$ cat config.mk
export PLATFORM = sky130hd
export DESIGN_NAME = capture_framer
export DESIGN_NICKNAME = d
export VERILOG_FILES = /design/src/rtl/capture_pkg.sv /design/src/rtl/capture_framer.sv
export SDC_FILE = /design/constraint.sdc
export NUM_CORES = 1
export LEC_CHECK = 0
export ABC_AREA = 1
export CAP_MARGIN = 20
export CORE_ASPECT_RATIO = 1.5
export CORE_MARGIN = 1.5
export CORE_UTILIZATION = 35
export CTS_CLUSTER_SIZE = 24
export DETAILED_ROUTE_END_ITERATION = 16
export SYNTH_ARGS = -nofsm -noshare
export SYNTH_HDL_FRONTEND = slang
export SYNTH_SLANG_ARGS = --single-unit
$ cat constraint.sdc
create_clock -name clk -period 3.3 [get_ports clk]
set_input_delay 0.825 -clock clk [delete_from_list [all_inputs] [get_ports clk]]
set_output_delay 0.825 -clock clk [all_outputs]
set_load 0.01 [all_outputs]
$ cat src/rtl/capture_pkg.sv
// rtl/capture_pkg.sv - shared state encoding and sizing helper for the capture framer
package capture_pkg;

   typedef enum logic [1:0] {
      IDLE    = 2'd0,
      CAPTURE = 2'd1,
      FLUSH   = 2'd2,
      DONE    = 2'd3
   } capture_state_t;

   // A one-lane framer still needs a 1-bit index so the lane register stays addressable.
   function automatic int lane_idx_width(input int n);
      return (n <= 1) ? 1 : $clog2(n);
   endfunction

endpackage

$ cat src/rtl/capture_framer.sv
// rtl/capture_framer.sv - packs accepted samples into IN_NUM-lane frames and closes the sink once
module capture_framer
   import capture_pkg::*;
#(
   parameter int IN_WIDTH = 8,
   parameter int IN_NUM   = 4,
   parameter int FRAME_W  = 16
) (
   input  logic                       clk,
   input  logic                       rst,
   input  logic                       arm,
   input  logic                       stop,
   input  logic [FRAME_W-1:0]         numFrames,
   input  logic                       inValid,
   output logic                       inReady,
   input  logic signed [IN_WIDTH-1:0] dataIn,
   output logic                       en,
   output logic signed [IN_WIDTH-1:0] dataOut [IN_NUM],
   output logic                       closed,
   output logic                       busy,
   output logic [FRAME_W-1:0]         frameCnt
);

   localparam int LANE_W = lane_idx_width(IN_NUM);
   localparam logic [LANE_W-1:0] LAST_LANE = LANE_W'(IN_NUM - 1);

   capture_state_t              state;
   logic [LANE_W-1:0]           laneIdx;
   logic signed [IN_WIDTH-1:0]  lanes [IN_NUM];
   logic [FRAME_W-1:0]          frameLimit;
   logic                        accept;
   logic                        frame_done;
   logic [FRAME_W-1:0]          cnt_next;

   assign inReady    = (state != FLUSH);
   assign busy       = (state == CAPTURE) || (state == FLUSH);
   assign accept     = inValid && inReady;
   assign frame_done = (state == CAPTURE) && accept && (laneIdx == LAST_LANE);
   // Saturating count; in limited mode the limit is always reached before saturation.
   assign cnt_next   = (&frameCnt) ? frameCnt : frameCnt + 1'b1;

   always_ff @(posedge clk or posedge rst) begin
      if (rst) begin
         state      <= IDLE;
         laneIdx    <= '0;
         frameLimit <= '0;
         frameCnt   <= '0;
         en         <= 1'b0;
         closed     <= 1'b0;
         for (int i = 0; i < IN_NUM; i++) begin
            lanes[i]   <= '0;
            dataOut[i] <= '0;
         end
      end else begin
         en <= 1'b0;
         case (state)
            IDLE: begin
               if (arm) begin
                  state      <= CAPTURE;
                  frameLimit <= numFrames;
                  frameCnt   <= '0;
                  laneIdx    <= '0;
               end
            end
            CAPTURE: begin
               if (frame_done) begin
                  for (int i = 0; i < IN_NUM; i++)
                     dataOut[i] <= (i == IN_NUM - 1) ? dataIn : lanes[i];
                  en       <= 1'b1;
                  frameCnt <= cnt_next;
                  laneIdx  <= '0;
                  if (stop || ((frameLimit != '0) && (cnt_next == frameLimit)))
                     state <= DONE;
               end else begin
                  if (accept) begin
                     lanes[laneIdx] <= dataIn;
                     laneIdx        <= laneIdx + 1'b1;
                  end
                  // A sample accepted alongside stop joins the padded frame.
                  if (stop)
                     state <= (accept || (laneIdx != '0)) ? FLUSH : DONE;
               end
            end
            FLUSH: begin
               for (int i = 0; i < IN_NUM; i++)
                  dataOut[i] <= (i < int'(laneIdx)) ? lanes[i] : '0;
               en       <= 1'b1;
               frameCnt <= cnt_next;
               laneIdx  <= '0;
               state    <= DONE;
            end
            DONE: begin
               closed <= 1'b1;
            end
            default: state <= IDLE;
         endcase
      end
   end

endmodule

**Yosys cells after proc, flatten, opt, wreduce, memory -nomap -nowiden**

Cells that the tools add are included.

- Add/sub/neg operators: 2
- $mul: 0
- Div/mod/pow operators: 0
- $lt $le $gt $ge: 5
- Equality and inequality tests: 11
- Shift-type cells: 0
- Mux-type cells: 24
- Bitwise gates (word level): 2
- Reductions and logical operators: 20

Operators by type and width:

| kind | number |
|---|---|
| case mux 32 bit (2 select lines) | 1 |
| two-way mux 16 bit | 3 |
| case mux 16 bit (3 select lines) | 1 |
| bitwise mux 32 bit | 1 |
| two-way mux 32 bit | 1 |
| two-way mux 8 bit | 4 |
| adder 16 x 1 -> 16 bit (second input constant) | 1 |
| demux 8 bit (select 2 bit) | 1 |
| == test 16 bit | 1 |
| AND reduction 16 bit | 1 |
| nonzero test 16 bit | 1 |
| two-way mux 2 bit | 7 |
| case mux 2 bit (3 select lines) | 2 |
| AND reduction 3 bit | 3 |
| == test 2 bit (second input constant) | 3 |
| != test 2 bit (second input constant) | 3 |
| != test 3 bit (second input constant) | 2 |
| logical AND 1 bit | 5 |
| less-than comparator 1 x 2 -> 1 bit (first input constant) | 2 |
| AND reduction 2 bit | 2 |
| AND reduction 4 bit | 1 |
| nonzero test 2 bit | 2 |
| >= comparator 3 bit (second input constant) | 1 |
| logical OR 1 bit | 3 |
| 11 further kinds | 12 |

- Bits in registers: 102
- Latch bits: 0
- Bits in writable memories: 0
- Memory bits (read-only): 0
- Word-level logic and storage cells: 78
- Memories: 0

**Longest topological paths before layout**

- Depth after elaboration: 8
- Mapped depth: 19
- Depth with buffers taken out: 19

**Worst setup path before layout**

No wires, ideal clock.

- Path kind: register to register
- Start point: register frameCnt[1]
- End point: register state[0]
- Setup time: 117 ps
- Data arrival time: 1945 ps
- Data required time: 3183 ps
- Slack: 1239 ps
- Cell stages (with the launch flop): 18
- Path buffers: 1
- Period minus slack after synthesis: 2061 ps
- Path through: dfrtp_1 -> ha_1 -> nand2_2 -> nor2_4 -> nand2_4 -> nor2_4 -> inv_4 -> buf_6 -> nand3_1 -> nand2_1 -> nor2_1 -> nand3_1 -> nor2_1 -> nand2_1 -> nand2_1 -> nand2_2 -> nand3_1 -> nand2_1

- Cells in the longest elaborated chain, start to end: 7
- Elaborated cells on any way between the ends: 8
- Those cells by class: add/sub (1); eq/ne (2); mux (1); reduce/logical (4)

RTL lines:

| item | line | source |
|---|---|---|
| from (decl) | capture_framer.sv:21 | `output logic [FRAME_W-1:0] frameCnt` |
| from (signal assigned) | capture_framer.sv:70 | `frameCnt <= cnt_next;` |
| from (signal assigned) | capture_framer.sv:88 | `frameCnt <= cnt_next;` |
| adder 16 x 1 -> 16 bit or AND reduction 16 bit (tied branches) | capture_framer.sv:40 | `assign cnt_next = (&frameCnt) ? frameCnt : frameCnt + 1'b1;` |
| two-way mux 16 bit (*) | capture_framer.sv:40 |  |
| == test 16 bit (*) | capture_framer.sv:72 | `if (stop \|\| ((frameLimit != '0) && (cnt_next == frameLimit)))` |
| logical AND 1 bit (*) | capture_framer.sv:72 |  |
| logical OR 1 bit (*) | capture_framer.sv:72 |  |
| != test 3 x 2 -> 1 bit (no line) (*) | - |  |
| AND reduction 4 bit (no line) (*) | - |  |
| to (signal assigned) | capture_framer.sv:81 | `state <= (accept \|\| (laneIdx != '0)) ? FLUSH : DONE;` |
| to (decl) | capture_framer.sv:27 | `capture_state_t state;` |

Every way passes the cells marked *; elsewhere a longest branch is shown, timed or not.
A chain may end at the register's enable or synchronous reset.

**Worst setup path in the final report**

- Start point: register state[0]
- End point: output inReady

- Cells in the longest elaborated chain, start to end: 1

RTL lines:

| item | line | source |
|---|---|---|
| != test 2 bit | capture_framer.sv:35 | `assign inReady = (state != FLUSH);` |
| to (decl) | capture_framer.sv:15 | `output logic inReady,` |

No other way between the ends.

==> flow_summary_export.csv <==
group,metric,value,unit
detailed_routing,dr_total_vias,4066,
placed_design,gp_congestion,0.928,
final_layout,fillers,1273,
cts,cts_tree,"yes",
floorplanning,die_area,0.0139,sq mm
flow_run,drv_cap,0,
global_routing,grt_antenna_before_repair,0,
synthesis,ys_seq_area_share,51.0,%
critical_path,cp_data_required_time,2470,ps
floorplanning,initial_core_util,35.8,%
global_routing,grt.overflow.total,0,
global_routing,grt_pass1_vias,3989,
detailed_routing,dr.first_iter.drc_count,185,
pwr,powerDensity,766,mW/mm^2
cts,clk_pin_slew_worst_paths,60,ps
timing,fin_skew,12.7,ps
placed_design,pre_cts_slack,458,ps
pwr,ir_drop,0.344,mV
detailed_routing,wl,12500,um
floorplanning,fp.dieW,96.7,um
timing,drv_slew,0,
worst_hold_path,hold_class,"reg2reg",
critical_path,crit_fanout,7,
final_layout,drive_gt1_share,6.70,%
worst_hold_path,min_path_cells,1,
placed_design,numPortBuffers,80,
final_layout,final_util,46.1,%
final_layout,register_area,0.00235,sq mm
final_layout,finalNetCount,693,
detailed_routing,routedWlPerCell,15.4,um
detailed_routing,drt-pass1-iter-count,5,
synthesis,synth_common_cells,"114 x nand2_1, 94 x dfrtp_1, 92 x inv_1",
global_routing,grt_pass1_wl,20000,um
synthesis,avgSynthCellArea,8.04,sq um
synthesis,synth_seq_cells,94,
cts,postCtsSetupBuffers,0,
cts,clk_latency,350,ps
run_status,status,"completed",
cts,cts_made_buffers,9,
synthesis,synth_edf_count,0,
detailed_routing,detail-route-antenna-nets,0,
synthesis,synthesis.nets,613,
timing,fin_ws,530,ps
synthesis,syn-instance-count,573,
pwr,p_leak,2.72,nW
cts,cts_resized,0,
synthesis,synth_top_area_cell,"dfrtp_1",
timing,hold_viol,0,
floorplanning,rows,51,
synthesis,yosys.cell_types.count,27,
global_routing,grt_max_degree,57,
critical_path,r2r_cells,10,
cts,cts_hold_repair.buffers,0,
critical_path,end_kind,"output pin",
detailed_routing,vias_per_cell,4.98,
synthesis,ys_async_sr_fraction,100,%
final_layout,syn2layout_area_growth,28.9,%
synthesis,synth_most_common_cell,"nand2_1",
floorplanning,core-area,0.0129,sq mm
cts,clockBufferDepth,2,
floorplanning,dieHeight,144,um
synthesis,synth-main-ff-cell,"dfrtp_1",
cts,htreeDepth,3,
synthesis,yosysTopAreaCellShare,51.0,%
final_layout,multi_input_area,0.00184,sq mm
timing,fin_crit,2770,ps
timing,setup_viol,0,
final_layout,antennaDiodeCount,0,
synthesis,synth_warnings,0,
timing,worst_slew_pin_slew,778,ps
synthesis,synth_area_leaders,"dfrtp_1 51%, nand2_1 9.3%, inv_1 7.5%",
floorplanning,io_pins,81,
timing,rsz0062_at_grt,"no",
detailed_routing,drc,0,
critical_path,critPathArrivalTime,1940,ps
global_routing,track_usage,18.3,%
synthesis,synthesis.area,0.00461,sq mm
timing,min_period_over_period,83.9,%
timing,max_freq,361,MHz
critical_path,startpoint_type,"flip-flop",
placed_design,dpl.hpwl,9130,um
cts,cts.sinks,94,
timing,fin_setup_tns,0,ps
critical_path,worst-setup-path-type,"reg2out",
timing,relSlewSlack,48.2,%
cts,clock-root-buffer,"clkbuf_16",
-- final cells by class --
class / instances / area share [%]
timing repair buffer: 87 / 14.8
inverter: 94 / 6.00
multi-input combinational: 367 / 30.9
sequential: 94 / 39.6
clock inverter: 6 / 1.56
clock buffer: 9 / 3.79
tap: 159 / 3.35
-- layout by cell type (no fill, tap or decap), types with 2 or more instances in the layout --
cell type / count
nand4_1: 10
o21ai_0: 61
nor3_1: 2
dfrtp_1: 94
clkdlybuf4s50_1: 80
clkinvlp_4: 2
nor2_4: 3
nor2_2: 3
or2_2: 2
nor2_1: 46
xor2_1: 5
nand2_2: 7
nand3_1: 63
inv_6: 2
a21oi_1: 18
buf_12: 2
ha_1: 11
buf_4: 5
inv_1: 91
o22ai_1: 16
nand2_1: 114
bufinv_16: 2
clkbuf_16: 9
-- logic make-up after synthesis --
logic type / count (synthesis) / share of synthesized area (%)
fa+ha+maj: 11 / 2.99
simple gates: 251 / 24.1
flops: 94 / 51.0
xor+xnor: 6 / 1.14
buf+inv: 112 / 9.37
compound gates: 99 / 11.4
-- stage by stage --
stage / power (W) / area, sq um / hold WS [ps] / std cells
CTS: 0.00456 / 5920 / 476 / 815
global route: 0.00485 / 5940 / 491 / 816
detailed placement: 0.00340 / 5600 / 459 / 800
global placement: 0.00338 / 5600 / 457 / 800
finish: 0.00455 / 5940 / 473 / 816
floorplan: 0.00269 / 4610 / 454 / 573
-- state kept, by name, summed over array words and instances, names as in the netlist --
register	cells
laneIdx	2
frameLimit	16
frameCnt	16
en	1
state	2
lanes	24
closed	1
dataOut	32
-- power breakdown --
part / switching (W) / internal [W]
logic: 0.00102 / 0.000675
registers: 0.000217 / 0.00150
clock network: 0.000473 / 0.000666
-- worst max-delay path: stages, from the launching register on --
cell             delay, ps
dfrtp_1                430
inv_1                   90
ha_1                   250
inv_1                  240
clkdlybuf4s50_1        600
-- metal layers --
| metal | vias up | wire length, um | share of wire (%) | track usage [%] |
|---|---|---|---|---|
| met5 | - | 0 | 0 | 0 |
| met4 | 0 | 447 | 3.6 | 9.38 |
| met3 | 27 | 540 | 4.3 | 3.36 |
| met2 | 117 | 6480 | 52 | 33.3 |
| met1 | 1930 | 5060 | 40 | 20.3 |
| li1 | 1992 | - | - | - |
-- final timing paths --
| check | start | to | slack, ps |
|---|---|---|---|
| worst max-delay path | state[0]$_DFFE_PP0P_ | inReady | 530 |
| worst min-delay path | closed$_DFFE_PP0N_ | closed$_DFFE_PP0N_ | 470 |
| worst max register to register | state[0]$_DFFE_PP0P_ | frameCnt[5]$_DFFE_PP0P_ | 790 |
| worst min register to register | closed$_DFFE_PP0N_ | closed$_DFFE_PP0N_ | 470 |
| max in group asynchronous | rst | lanes[21]$_DFFE_PP0P_ | 1710 |
| min in group asynchronous | rst | frameLimit[1]$_DFFE_PP0P_ | 900 |
(Power assumes the default switching activity.)
